[config.mk]
export PLATFORM = sky130hd
export DESIGN_NAME = stream_demux_1_4
export DESIGN_NICKNAME = d
export VERILOG_FILES = /design/src/rtl/stream_demux_pkg.sv /design/src/rtl/demux_out_slot.sv /design/src/rtl/stream_demux_1_4.sv
export SDC_FILE = /design/constraint.sdc
export NUM_CORES = 1
export LEC_CHECK = 0
export CAP_MARGIN = 30
export CORE_UTILIZATION = 39
export DETAILED_ROUTE_END_ITERATION = 8
export GPL_TIMING_DRIVEN = 0
export PLACE_DENSITY = 0.84
export REMOVE_ABC_BUFFERS = 1
export SETUP_SLACK_MARGIN = 0.3
export SLEW_MARGIN = 25
export SYNTH_ARGS = -nofsm -noshare
export SYNTH_HDL_FRONTEND = slang
export SYNTH_HIERARCHICAL = 1
export SYNTH_SLANG_ARGS = --single-unit
[constraint.sdc]
create_clock -name clk -period 3.8 [get_ports clk]
set_input_delay 0.57 -clock clk [delete_from_list [all_inputs] [get_ports clk]]
set_output_delay 0.57 -clock clk [all_outputs]
set_load 0.005 [all_outputs]
[src/rtl/stream_demux_pkg.sv]
// Shared constants and types for the 1-to-4 stream demultiplexer.
package stream_demux_pkg;

    localparam int N_OUT = 4;
    localparam int SEL_W = 2;
    localparam int CNT_W = 8;
    localparam logic [CNT_W-1:0] CNT_MAX = 8'd255;

    typedef logic [SEL_W-1:0] sel_t;

endpackage

[src/rtl/demux_out_slot.sv]
// One output channel: single-entry holding register with valid flag.
// Optional saturating pop counter is built when STREAM_DEMUX_CNT_EN is defined.
module demux_out_slot
    import stream_demux_pkg::*;
#(
    parameter int WIDTH = 4
) (
    input  logic             clk,
    input  logic             rst_n,
    input  logic             load,
    input  logic             pop_ready,
    input  logic [WIDTH-1:0] din,
    output logic             valid,
    output logic [WIDTH-1:0] dout,
    output logic [CNT_W-1:0] cnt
);

    logic pop;

    // A ready consumer only completes a transfer when a beat is actually held.
    assign pop = valid & pop_ready;

    always_ff @(posedge clk or negedge rst_n) begin
        if (!rst_n) begin
            valid <= 1'b0;
            dout  <= '0;
        end else if (load) begin
            valid <= 1'b1;
            dout  <= din;
        end else if (pop) begin
            valid <= 1'b0;
        end
    end

`ifdef STREAM_DEMUX_CNT_EN
    logic [CNT_W-1:0] cnt_q;

    always_ff @(posedge clk or negedge rst_n) begin
        if (!rst_n) begin
            cnt_q <= '0;
        end else if (pop && (cnt_q != CNT_MAX)) begin
            cnt_q <= cnt_q + 1'b1;
        end
    end

    assign cnt = cnt_q;
`else
    assign cnt = '0;
`endif

endmodule

[src/rtl/stream_demux_1_4.sv]
// 1-to-4 valid/ready stream demultiplexer with one holding register per channel.
// Optional per-channel transfer counters enabled by STREAM_DEMUX_CNT_EN.
module stream_demux_1_4
    import stream_demux_pkg::*;
#(
    parameter int WIDTH = 4
) (
    input  logic             clk,
    input  logic             rst_n,
    input  logic [WIDTH-1:0] in_data,
    input  logic [SEL_W-1:0] in_sel,
    input  logic             in_valid,
    output logic             in_ready,
    output logic [WIDTH-1:0] out_data0,
    output logic [WIDTH-1:0] out_data1,
    output logic [WIDTH-1:0] out_data2,
    output logic [WIDTH-1:0] out_data3,
    output logic [N_OUT-1:0] out_valid,
    input  logic [N_OUT-1:0] out_ready,
    output logic [CNT_W-1:0] cnt0,
    output logic [CNT_W-1:0] cnt1,
    output logic [CNT_W-1:0] cnt2,
    output logic [CNT_W-1:0] cnt3
);

    logic [N_OUT-1:0] sel_oh;
    logic [N_OUT-1:0] load;
    logic             acc;
    logic [WIDTH-1:0] dout [N_OUT];
    logic [CNT_W-1:0] cnt  [N_OUT];

    assign sel_oh[0] = ~in_sel[1] & ~in_sel[0];
    assign sel_oh[1] = ~in_sel[1] &  in_sel[0];
    assign sel_oh[2] =  in_sel[1] & ~in_sel[0];
    assign sel_oh[3] =  in_sel[1] &  in_sel[0];

    // Ready depends only on the addressed channel: empty, or draining this cycle.
    assign in_ready = |(sel_oh & (~out_valid | out_ready));
    assign acc      = in_valid & in_ready;
    assign load     = {N_OUT{acc}} & sel_oh;

    for (genvar i = 0; i < N_OUT; i++) begin : g_slot
        demux_out_slot #(
            .WIDTH(WIDTH)
        ) u_slot (
            .clk      (clk),
            .rst_n    (rst_n),
            .load     (load[i]),
            .pop_ready(out_ready[i]),
            .din      (in_data),
            .valid    (out_valid[i]),
            .dout     (dout[i]),
            .cnt      (cnt[i])
        );
    end

    assign out_data0 = dout[0];
    assign out_data1 = dout[1];
    assign out_data2 = dout[2];
    assign out_data3 = dout[3];

    assign cnt0 = cnt[0];
    assign cnt1 = cnt[1];
    assign cnt2 = cnt[2];
    assign cnt3 = cnt[3];

endmodule
# --- Word-level counts from Yosys, hierarchy flattened ---
# Index checks and enable logic that the tools add are counted.
classes:
  n_mul: 0
  shifts: 0
  magnitude_cmp: 0
  reduce_logical: 5
  n_addsub: 0
  eq_ne: 0
  n_mux: 8
  bitwise: 15
  div_mod_pow: 0
ops:
  columns: ["op", "n"]
  rows:
  - ["$and A1 B1 Y1", 9]
  - ["$and A4 B4 Y4", 2]
  - ["$mux W1", 8]
  - ["$reduce_bool A2 Y1", 4]
  - ["$not A4 Y4", 1]
  - ["$or A4 B4 Y4", 1]
  - ["$reduce_or A4 Y1", 1]
  - ["$not A1 Y1", 2]
totals:
  memories: 0
  latchBits: 0
  ram_bits: 0
  input_bits: 13
  rom_bits: 0
  ff_bits: 20
  elab_cells: 36

# --- Depth between registers and ports, before layout ---
# Gate-level depths: netlist of run 1.
logic_depth:
  depth_word: 7
  depth_mapped: 3

# --- Cells and area by module ---
# Netlist of run 1, hierarchy kept.
by_module_without_submodules:
  columns: ["module", "area_each_um2", "n_inst", "seq_area_each_um2", "cells_each"]
  rows:
  - ["demux_out_slot", 246.5, 4, 125.1, 20]
  - ["stream_demux_1_4", 101.3, 1, 0.0, 9]

# --- Worst setup path before layout of run 1 ---
# OpenSTA, ideal clock, no wires.
synth_timing:
  kind: "input to register"
  startpoint: "in out_ready[0]"
  endpoint: "reg g_slot[0].u_slot.dout[0]"
  slack_ps: 2064
  path_stages: 3
  n_path_buf: 0
  arrival_ps: 1611
  cell_sequence: "nand2b_1 > nor4bb_1 > mux2_2"
synth_via:
  elab_chain_cells: 5
synth_rtl:
  columns: ["element", "line", "rtl"]
  rows:
  - ["start: declaration", "stream_demux_1_4.sv:19", "input logic [N_OUT-1:0] out_ready,"]
  - ["$or A4 B4 Y4", "stream_demux_1_4.sv:38", "assign in_ready = |(sel_oh & (~out_valid | out_ready));"]
  - ["$and A4 B4 Y4", "stream_demux_1_4.sv:38", null]
  - ["$reduce_or A4 Y1", "stream_demux_1_4.sv:38", null]
  - ["$and A1 B1 Y1", "stream_demux_1_4.sv:39", "assign acc = in_valid & in_ready;"]
  - ["$and A4 B4 Y4", "stream_demux_1_4.sv:40", "assign load = {N_OUT{acc}} & sel_oh;"]
  - ["net load[0]", "stream_demux_1_4.sv:27", "logic [N_OUT-1:0] load;"]
  - ["end signal: assignment", "demux_out_slot.sv:29", "dout <= din;"]
  - ["end: declaration", "demux_out_slot.sv:14", "output logic [WIDTH-1:0] dout,"]
# The timed path passes the listed nets, and every way through them passes these cells.
# A chain may end at the register's enable or synchronous reset.

# --- Worst setup path in the final report of run 1 ---
layout_timing:
  startpoint: "in in_sel[0]"
  endpoint: "out in_ready"
layout_via:
  elab_chain_cells: 4
  word_cells_on_any_way: 7
  classes_between: "bitwise (6); reduce/logical (1)"
layout_rtl:
  columns: ["element", "line", "rtl"]
  rows:
  - ["start: declaration", "stream_demux_1_4.sv:11", "input logic [SEL_W-1:0] in_sel,"]
  - ["$not A1 Y1", "stream_demux_1_4.sv:32, stream_demux_1_4.sv:34", null]
  - ["$and A1 B1 Y1 (on tied branches)", "stream_demux_1_4.sv:32, stream_demux_1_4.sv:34", null]
  - ["$and A4 B4 Y4 *", "stream_demux_1_4.sv:38", null]
  - ["$reduce_or A4 Y1 *", "stream_demux_1_4.sv:38", null]
  - ["end: declaration", "stream_demux_1_4.sv:13", "output logic in_ready,"]
# Every way passes the cells marked *; elsewhere a longest branch is shown, timed or not.

==> run_results.csv, run 1 <==
group,metric,value,unit
route,vias,660,
critical_path,critPathLaunch,"in_sel[0]",
timing,rsz0062_at_grt,"false",
clock_network,postCtsSetupBuffers,0,
placed_design,port_buffers,33,
power,pwr-share-clk,17.2,%
yosys,synth_top_family_by_area,"buffers and inverters",
yosys,yosysSeqAreaShare,46.0,%
critical_path,r2r_setup_slack,2.22,ns
yosys,synth_compound_area_share,3.22,%
yosys,ys_ff_latch,20,
power,p_seq_share,52.0,%
yosys,synth_cells,89,
die,die_area,3000,sq um
global_routing,antenna_found_initial,0,
power,p_switching,0.127,mW
die,core_area,2540,sq um
die,pin_count,66,
route,first_iter_violations,3,
clock_network,cts.htree.levels,1,
route,drt-total-wl,1.90,mm
yosys,synth_top_area_share,46.0,%
placed_design,placed_cell_area,1320,sq um
flow_run,maxCapViolCount,0,
final_layout,nets,136,
die,num_rows,18,
timing,skew,0.000893,ns
yosys,yosys_warnings,6,
clock_network,cts_sinks,20,
clock_network,clkLatencyLatePin,0.28,ns
route,firstDrtPassIters,3,
clock_network,ctsHoldBuffers,0,
critical_path,reg2reg_from,"g_slot[0].u_slot/valid",
outcome,run_status,"completed",
critical_path,start_kind,"input port",
final_layout,fin_area,1340,sq um
critical_path,reg2regPathDepth,3,
power,ir_worst_vdd,232,uV
timing,setup_viol,0,
critical_path,path_class,"input port to output pin",
power,p_sw_share,24.1,%
clock_network,post_cts_resized,0,
yosys,yosys.area_share.simple,7.25,%
yosys,synth-xor-area-share,0,%
clock_network,cts_inserted_buffers,3,
die,die_y,54.8,um
route,vias_per_cell,4.37,
clock_network,cts_tree,"yes",
global_routing,grt_usage,13.4,%
timing,min_period_over_period,70.7,%
global_routing,grt_max_degree,21,
final_layout,diodes,0,
timing,setup_tns,0,ns
yosys,syn_area,1090,sq um
yosys,synth_area_leaders,"dfrtp_1, buf_4, mux2_2, a21o_2, nand2b_4",
critical_path,crit_fanout,5,
timing,period_minus_slack,2.68,ns
timing,worst_pin_slew,0.682,ns
power,intPower,0.400,mW
die,die_w,54.8,um
global_routing,grt_pass1_vias,613,
route,detail-route-antenna-nets,0,
yosys,synth.distinct_cells,12,
timing,max_freq,372,MHz
critical_path,critical_path_arrival,2.11,ns
critical_path,crit_path_end_kind,"output pin",
critical_path,r2r_end,"g_slot[0].u_slot/dout[2]",
placed_design,gp_congestion,0.666,
final_layout,synthToLayoutAreaGrowth,23.6,%
critical_path,crit_end,"in_ready",
timing,slew_headroom,53.9,%
route,route.detailed.drc,0,
power,leakage,0.639,nW
critical_path,worstPathRequired,3.23,ns
clock_network,cts_root_buf,"clkbuf_4",
yosys,synthMuxAreaShare,18.6,%
global_routing,grt_overflow,0,
yosys,synth.avg_cell_area,12.2,sq um
power,powerDensity,392,nW/um^2
worst_hold_path,holdCritPathClass,"input port to async pin",
power,combinationalPowerShare,30.9,%
final_layout,drive_above_1_share,23.1,%
route,wl_per_cell,12.6,um
timing,report.final.slew_viol_count,0,
clock_network,clkTransAtPathRegs,0.10,ns
timing,hold_viol,0,
global_routing,grt_pass1_wl,2.80,mm
die,initial_core_util,42.7,%
yosys,yosys.area.top_type,"dfrtp_1",
placed_design,dpl.hpwl,1.54,mm
clock_network,clock_path_buffers,2,
yosys,synth-adder-area-share,0,%
==> critical path, stage by stage <==
cell and delay [ns]:
clkdlybuf4s50_1 0.57, mux4_2 0.52, clkdlybuf4s50_1 0.45
==> layout make-up <==
type                       instances  area (sq um)
inverter                           4          15.0
clock buffer                       3          22.5
sequential                        20           500
timing repair buffer              33           325
fill                             224          1200
tap                               30          37.5
multi-input combinational         61           443
==> metal layers <==
| metal | GRT usage, % | wire length [um] |
|---|---|---|
| met1 | 15.6 | 730 |
| met2 | 23.5 | 962 |
| met3 | 3.06 | 202 |
| met4 | 5.13 | 7 |
| met5 | 0 | 0 |
==> flip-flops by register name, summed over array words and instances (netlist names) <==
signal,flops
g_slot.u_slot/dout,16
g_slot.u_slot/valid,4
==> through the flow <==
step | worst slack, ns | power [mW] | hold slack [ns] | instances | utilization (%)
detailed placement | 1.15 | 0.443 | 0.499 | 148 | 51.9
CTS | 1.13 | 0.536 | 0.519 | 151 | 52.8
floorplan | 2.06 | 0.332 | 0.274 | 85 | -
global placement | 1.15 | 0.437 | 0.489 | 148 | 51.9
finish | 1.12 | 0.527 | 0.216 | 151 | 52.8
global route | 1.04 | 0.566 | 0.237 | 151 | 52.8
==> power by group through the flow <==
stage                     clock (mW)  combinational [mW]  sequential [mW]
after floorplan                    0              0.0520            0.280
after global placement             0               0.160            0.278
after detailed placement           0               0.164            0.279
after CTS                     0.0970               0.165            0.274
after global routing           0.107               0.180            0.279
final                         0.0904               0.163            0.274
==> cell usage in the layout, fill, tap and decap left out <==
master,Yosys,routed
and4_1,1,1
buf_2,0,1
a21o_2,4,4
nor4bb_2,0,1
dfrtp_1,20,20
conb_1,4,32
clkbuf_4,0,3
clkdlybuf4s50_1,0,32
mux2_2,16,16
nand2b_1,2,2
mux4_2,1,1
inv_1,4,4
nand2b_4,2,2
and4b_1,2,2
==> logic make-up after synthesis <==
kind of cell / count (synthesis)
buffers and inverters: 36
and+or+nand+nor: 8
AOI/OAI and AO/OA: 4
muxes: 17
DFF: 20
other: 4
==> worst min-delay path by stage <==
stage / start / end / slack, ns / depth (start not counted)
floorplan: rst_n / g_slot[0].u_slot/dout[0] / 0.27 / 0
global placement: g_slot[0].u_slot/dout[3] / g_slot[0].u_slot/dout[3] / 0.49 / 1
detailed placement: g_slot[3].u_slot/dout[3] / g_slot[3].u_slot/dout[3] / 0.50 / 1
CTS: g_slot[1].u_slot/dout[0] / g_slot[1].u_slot/dout[0] / 0.52 / 1
global route: rst_n / g_slot[0].u_slot/valid / 0.24 / 1
finish: rst_n / g_slot[0].u_slot/valid / 0.22 / 1
==> cells in the mapped netlist (all sizes together) <==
| library cell | number |
|---|---|
| a21o | 4 |
| and4 | 1 |
| and4b | 2 |
| buf | 32 |
| conb | 4 |
| dfrtp | 20 |
| inv | 4 |
| mux2 | 16 |
| mux4 | 1 |
| nand2b | 4 |
| nor4bb | 1 |
Power figures use the tool's default switching activity.
==> inputs of run 2 (changes only) <==
--- a/config.mk
+++ b/config.mk
@@ -6,10 +6,10 @@
 export NUM_CORES = 1
 export LEC_CHECK = 0
 export CAP_MARGIN = 30
-export CORE_UTILIZATION = 39
+export CORE_UTILIZATION = 33
 export DETAILED_ROUTE_END_ITERATION = 8
 export GPL_TIMING_DRIVEN = 0
-export PLACE_DENSITY = 0.84
+export PLACE_DENSITY = 0.75
 export REMOVE_ABC_BUFFERS = 1
 export SETUP_SLACK_MARGIN = 0.3
 export SLEW_MARGIN = 25
==> constraint.sdc (replaced) <==
create_clock -name clk -period 2.2 [get_ports clk]
set_input_delay 0.33 -clock clk [delete_from_list [all_inputs] [get_ports clk]]
set_output_delay 0.33 -clock clk [all_outputs]
set_load 0.005 [all_outputs]
==> run 2 against run 1 <==
Count of clock-buffer cells in the layout increased by 1. Total power up 84%. Final cell count grew 11%. Setup slack got worse by 0.72 ns. Core utilization fell by 7.2 points. Non-clock buffer count grew 1. Largest cell class unchanged. Highest routed layer is now met3.
==> run_results.csv, run 2 (synthesis gave the netlist of run 1 again) <==
group,metric,value,unit
critical_path,critPathBufInv,2,
route,wl_per_cell,11.4,um
worst_hold_path,holdCritPathClass,"input port to async pin",
critical_path,crit_slowest_cell,"mux4_2",
route,detail-route-antenna-nets,0,
flow_run,maxCapViolCount,0,
global_routing,grt_max_degree,21,
clock_network,cts_inserted_buffers,3,
die,core_area,3080,sq um
die,die_area,3530,sq um
final_layout,regArea,500,sq um
global_routing,grt_pass1_vias,619,
critical_path,critPathLaunch,"out_ready[3]",
placed_design,dpl.hpwl,1.45,mm
timing,worst_pin_slew,0.687,ns
power,combinationalPowerShare,29.3,%
final_layout,multi_input_area,458,sq um
critical_path,max_stage_delay,0.45,ns
route,vias,665,
timing,min_period_over_period,82.0,%
timing,period_minus_slack,1.80,ns
placed_design,post-place-cells,162,
timing,max_freq,554,MHz
power,p_sw_share,24.6,%
clock_network,cts.htree.levels,1,
critical_path,reg2reg_from,"g_slot[0].u_slot/valid",
critical_path,crit_family,"buffers and inverters",
route,vias_per_cell,3.98,
final_layout,nets,137,
die,die_w,59.4,um
critical_path,path_class,"input port to output pin",
global_routing,grt_overflow,0,
critical_path,cp_num_cells,4,
die,initial_core_util,35.3,%
power,p_seq_share,49.1,%
final_layout,instances_no_fill,167,
timing,hold_viol,0,
placed_design,port_buffers,33,
final_layout,diodes,0,
route,route.detailed.drc,0,
critical_path,reg2regPathDepth,3,
route,firstDrtPassIters,2,
placed_design,gp_congestion,0.762,
critical_path,worstPathRequired,1.87,ns
timing,timing.hold.ws,0.289,ns
final_layout,top_regs,"g_slot.u_slot/dout (16), g_slot.u_slot/valid (4)",
placed_design,pre_cts_ws,-0.116,ns
power,powerDensity,689,nW/um^2
final_layout,synthToLayoutAreaGrowth,29.2,%
global_routing,antenna_found_initial,0,
clock_network,cts_sinks,20,
final_layout,top_register,"g_slot.u_slot/dout",
final_layout,fillCellCount,308,
clock_network,cts_root_buf,"clkbuf_4",
power,leakage,0.683,nW
timing,fin_ws,0.397,ns
critical_path,critical_path_arrival,1.47,ns
final_layout,largest_register_ffs,16,
final_layout,layout_common_cells,"conb_1, clkdlybuf4s50_1, dfrtp_1",
clock_network,post_cts_resized,3,
clock_network,cts_tree,"yes",
clock_network,postCtsSetupBuffers,0,
clock_network,clkLatencyLatePin,0.30,ns
power,pwr-share-clk,21.6,%
critical_path,start_kind,"input port",
die,num_rows,20,
final_layout,drive_above_1_share,26.0,%
timing,slew_headroom,53.5,%
die,pin_count,66,
critical_path,crit_path_cell_trace,"clkdlybuf4s50_1 > nand2b_4 > mux4_2 > clkbuf_2",
timing,skew,0.00773,ns
critical_path,crit_fanout,2,
critical_path,crit_end,"in_ready",
route,first_iter_violations,10,
critical_path,r2r_setup_slack,0.61,ns
outcome,run_status,"completed",
critical_path,crit_path_end_kind,"output pin",
clock_network,clock_path_buffers,2,
power,ir_worst_vdd,334,uV
final_layout,layout.cells.most_common,"conb_1",
power,intPower,0.730,mW
power,p_switching,0.238,mW
timing,setup_viol,0,
clock_network,clkTransAtPathRegs,0.11,ns
critical_path,r2r_end,"g_slot[0].u_slot/dout[3]",
global_routing,grt_pass1_wl,2.98,mm
route,drt-total-wl,1.91,mm
die,die_y,59.4,um
timing,setup_tns,0,ns
power,power,0.968,mW
clock_network,ctsHoldBuffers,0,
global_routing,grt_usage,11.5,%
timing,rsz0062_at_grt,"false",
timing,report.final.slew_viol_count,0,
run 2: cell count changes in the layout (fill, tap and decap cells not counted), sizes merged:
| cell | before | now |
|---|---|---|
| clkdlybuf4s50 | 32 | 29 |
| clkbuf | 3 | 5 |
| dlymetal6s2s | 0 | 2 |
| dlygate4sd2 | 0 | 1 |
run 2: worst min-delay path by stage:
stage | endpoint | slack (ns) | depth (start not counted)
3_3_place_gp | g_slot[0].u_slot/dout[2] | 0.49 | 1
3_5_place_dp | g_slot[2].u_slot/dout[2] | 0.50 | 1
2_1_floorplan | g_slot[0].u_slot/dout[0] | 0.03 | 0
5_1_grt | g_slot[0].u_slot/valid | 0.30 | 1
6_report | g_slot[0].u_slot/dout[1] | 0.29 | 1
4_1_cts | g_slot[0].u_slot/valid | 0.53 | 1
run 2: cell type report:
| cell class | count | area share [%] |
|---|---|---|
| flip-flops and latches | 20 | 35.6 |
| multi-input cells | 61 | 32.6 |
| repair buffers | 34 | 24.2 |
| well taps | 44 | 3.92 |
| clock buffers | 4 | 2.58 |
| inverters | 4 | 1.07 |
run 2: power by group through the flow:
| stage | sequential, mW | clock (mW) | combinational [mW] |
|---|---|---|---|
| after floorplan | 0.483 | 0 | 0.0898 |
| after global placement | 0.479 | 0 | 0.278 |
| after detailed placement | 0.482 | 0 | 0.283 |
| after CTS | 0.476 | 0.217 | 0.284 |
| after global routing | 0.488 | 0.230 | 0.310 |
| final | 0.476 | 0.209 | 0.284 |
run 2: metal layers:
| metal | up-vias | track usage [%] | wire [um] |
|---|---|---|---|
| li1 | 303 | - | - |
| met1 | 307 | 14.2 | 830 |
| met2 | 55 | 19.7 | 868 |
| met3 | 0 | 5.02 | 207 |
| met4 | 0 | 0 | 0 |
| met5 | - | 0 | 0 |
run 2: per-stage QoR:
| stage | util (%) | area (sq um) |
|---|---|---|
| 2_1_floorplan | - | 952 |
| 3_3_place_gp | 43.5 | 1340 |
| 3_5_place_dp | 43.5 | 1340 |
| 4_1_cts | 44.8 | 1380 |
| 5_1_grt | 45.7 | 1410 |
| 6_report | 45.7 | 1410 |
==> inputs of run 3 (changes only) <==
--- a/config.mk
+++ b/config.mk
@@ -6,10 +6,10 @@
 export NUM_CORES = 1
 export LEC_CHECK = 0
 export CAP_MARGIN = 30
-export CORE_UTILIZATION = 33
+export CORE_UTILIZATION = 37
 export DETAILED_ROUTE_END_ITERATION = 8
 export GPL_TIMING_DRIVEN = 0
-export PLACE_DENSITY = 0.75
+export PLACE_DENSITY = 0.8
 export REMOVE_ABC_BUFFERS = 1
 export SETUP_SLACK_MARGIN = 0.3
 export SLEW_MARGIN = 25
==> constraint.sdc (replaced) <==
create_clock -name clk -period 1.7 [get_ports clk]
set_input_delay 0.255 -clock clk [delete_from_list [all_inputs] [get_ports clk]]
set_output_delay 0.255 -clock clk [all_outputs]
set_load 0.005 [all_outputs]
==> run 3 against run 2 <==
Sequential power increased by 28%. Highest routed layer unchanged. Critical path type is now flip-flop to output pin. Sequential share of layout area decreased by 0.81 points. Design area rose by 2.3%. Wire length increased by 0.94%. Worst hold slack worse by 0.0086 ns. Setup slack worse by 0.30 ns. Via count increased by 3.8%. Count of clock-buffer cells in the layout did not move. Clock skew shrank 0.0056 ns. Total power grew 28%.
==> run_results.csv, run 3 (synthesis gave the netlist of run 1 again) <==
group,metric,value,unit
outcome,run_status,"completed",
clock_network,clkLatencyLatePin,0.29,ns
power,powerDensity,860,nW/um^2
power,leakage,0.774,nW
final_layout,synthToLayoutAreaGrowth,32.2,%
critical_path,crit_path_end_kind,"output pin",
power,ir_worst_vdd,616,uV
clock_network,cts.htree.levels,1,
final_layout,top_regs,"g_slot.u_slot/dout (16), g_slot.u_slot/valid (4)",
timing,rsz0062_at_grt,"true",
clock_network,cts_root_buf,"clkbuf_4",
critical_path,r2r_setup_slack,0.36,ns
timing,min_period_over_period,94.6,%
critical_path,worstPathRequired,1.44,ns
clock_network,cts_inserted_buffers,3,
final_layout,layout.cells.most_common,"conb_1",
final_layout,largest_register_ffs,16,
die,core_area,2780,sq um
timing,timing.hold.ws,0.280,ns
global_routing,antenna_found_initial,0,
power,power,1.24,mW
route,route.detailed.drc,0,
clock_network,clock_path_buffers,2,
timing,skew,0.00213,ns
critical_path,path_class,"flip-flop to output pin",
flow_run,maxCapViolCount,0,
route,vias,690,
placed_design,placed_cell_area,1330,sq um
route,wl_per_cell,11.9,um
placed_design,post-place-cells,150,
timing,period_minus_slack,1.61,ns
placed_design,port_buffers,33,
final_layout,nets,145,
clock_network,clkTransAtPathRegs,0.11,ns
global_routing,grt_usage,13.5,%
final_layout,fin_area,1440,sq um
clock_network,ctsHoldBuffers,0,
route,firstDrtPassIters,2,
global_routing,grt_max_degree,21,
final_layout,top_register,"g_slot.u_slot/dout",
die,die_y,56.2,um
placed_design,gp_congestion,0.691,
timing,worst_pin_slew,0.498,ns
global_routing,grt_pass1_wl,3.17,mm
worst_hold_path,holdCritPathClass,"input port to async pin",
timing,setup_viol,0,
die,pin_count,66,
critical_path,start_kind,"flip-flop",
route,drt-total-wl,1.93,mm
final_layout,diodes,0,
critical_path,critical_path_arrival,1.35,ns
die,die_w,56.2,um
final_layout,instances_no_fill,162,
placed_design,dpl.hpwl,1.43,mm
route,first_iter_violations,6,
global_routing,grt_pass1_vias,691,
final_layout,layout_common_cells,"conb_1, dlygate4sd2_1, dfrtp_1",
final_layout,drive_above_1_share,32.1,%
route,detail-route-antenna-nets,0,
timing,report.final.slew_viol_count,0,
die,num_rows,19,
route,vias_per_cell,4.26,
final_layout,fillCellCount,268,
timing,slew_headroom,66.7,%
die,die_area,3160,sq um
clock_network,cts_tree,"yes",
clock_network,cts_sinks,20,
timing,hold_viol,0,
die,initial_core_util,39.1,%
timing,max_freq,622,MHz
global_routing,grt_overflow,0,
critical_path,crit_fanout,3,
==> run 3: cell types whose count changed in the layout (fill, tap and decap cells not counted), sizes merged <==
cell	previous run	this run
buf	1	10
clkdlybuf4s50	29	5
dlymetal6s2s	2	0
dlygate4sd2	1	27
clkbuf	5	4
==> run 3: timing repair <==
| action | 4_1_cts | 5_1_grt |
|---|---|---|
| buffers inserted | 5 | 2 |
| setup endpoints to repair | 25 | 9 |
| gates cloned | 0 | 0 |
| pin swaps | 1 | 0 |
| resized for setup | 36 | 7 |
==> run 3: final timing paths <==
| check | end | cells past startpoint | start |
|---|---|---|---|
| max | in_ready | 3 | g_slot[2].u_slot/valid |
| min | g_slot[0].u_slot/dout[0] | 1 | rst_n |
| max reg2reg | g_slot[0].u_slot/dout[0] | 4 | g_slot[0].u_slot/valid |
| min reg2reg | g_slot[3].u_slot/dout[0] | 1 | g_slot[3].u_slot/dout[0] |
| max in group asynchronous | g_slot[1].u_slot/dout[2] | 2 | rst_n |
| min in group clk | g_slot[2].u_slot/valid | 3 | out_ready[2] |
==> run 3: metal layers <==
metal	share of wire (%)	track usage, %	vias to the layer above
li1	-	-	314
met1	39	15.6	329
met2	50	21.9	47
met3	11	6.05	0
met4	0	5.23	0
met5	0	0	-
==> run 3: metrics by stage <==
step	worst slack, ns	setup TNS (ns)	util, %
6_report	0.0918	0	51.7
5_1_grt	-0.000261	-0.000261	51.7
4_1_cts	0.0713	0	50.0
3_5_place_dp	-0.368	-1.60	47.6
3_3_place_gp	-0.530	-2.67	47.5
2_1_floorplan	0.160	0	-
==> run 3: where the power goes <==
group	total, mW	internal (mW)	switching (mW)
Combinational	0.355	0.229	0.126
Sequential	0.611	0.563	0.0489
Clock	0.270	0.131	0.140
==> run 3: final cells by class <==
class	instances	area (sq um)	area share, %
Tap cell	31	38.8	2.70
Timing Repair Buffer	42	363	25.2
Clock buffer	4	36.3	2.52
Multi-Input combinational cell	61	484	33.7
Inverter	4	15.0	1.04
Sequential cell	20	500	34.8
==> run 3: worst max-delay path, stage by stage (launching register included) <==
cell,delay [ns]
dfrtp_1,0.43
nand2b_4,0.06
mux4_2,0.44
buf_2,0.14
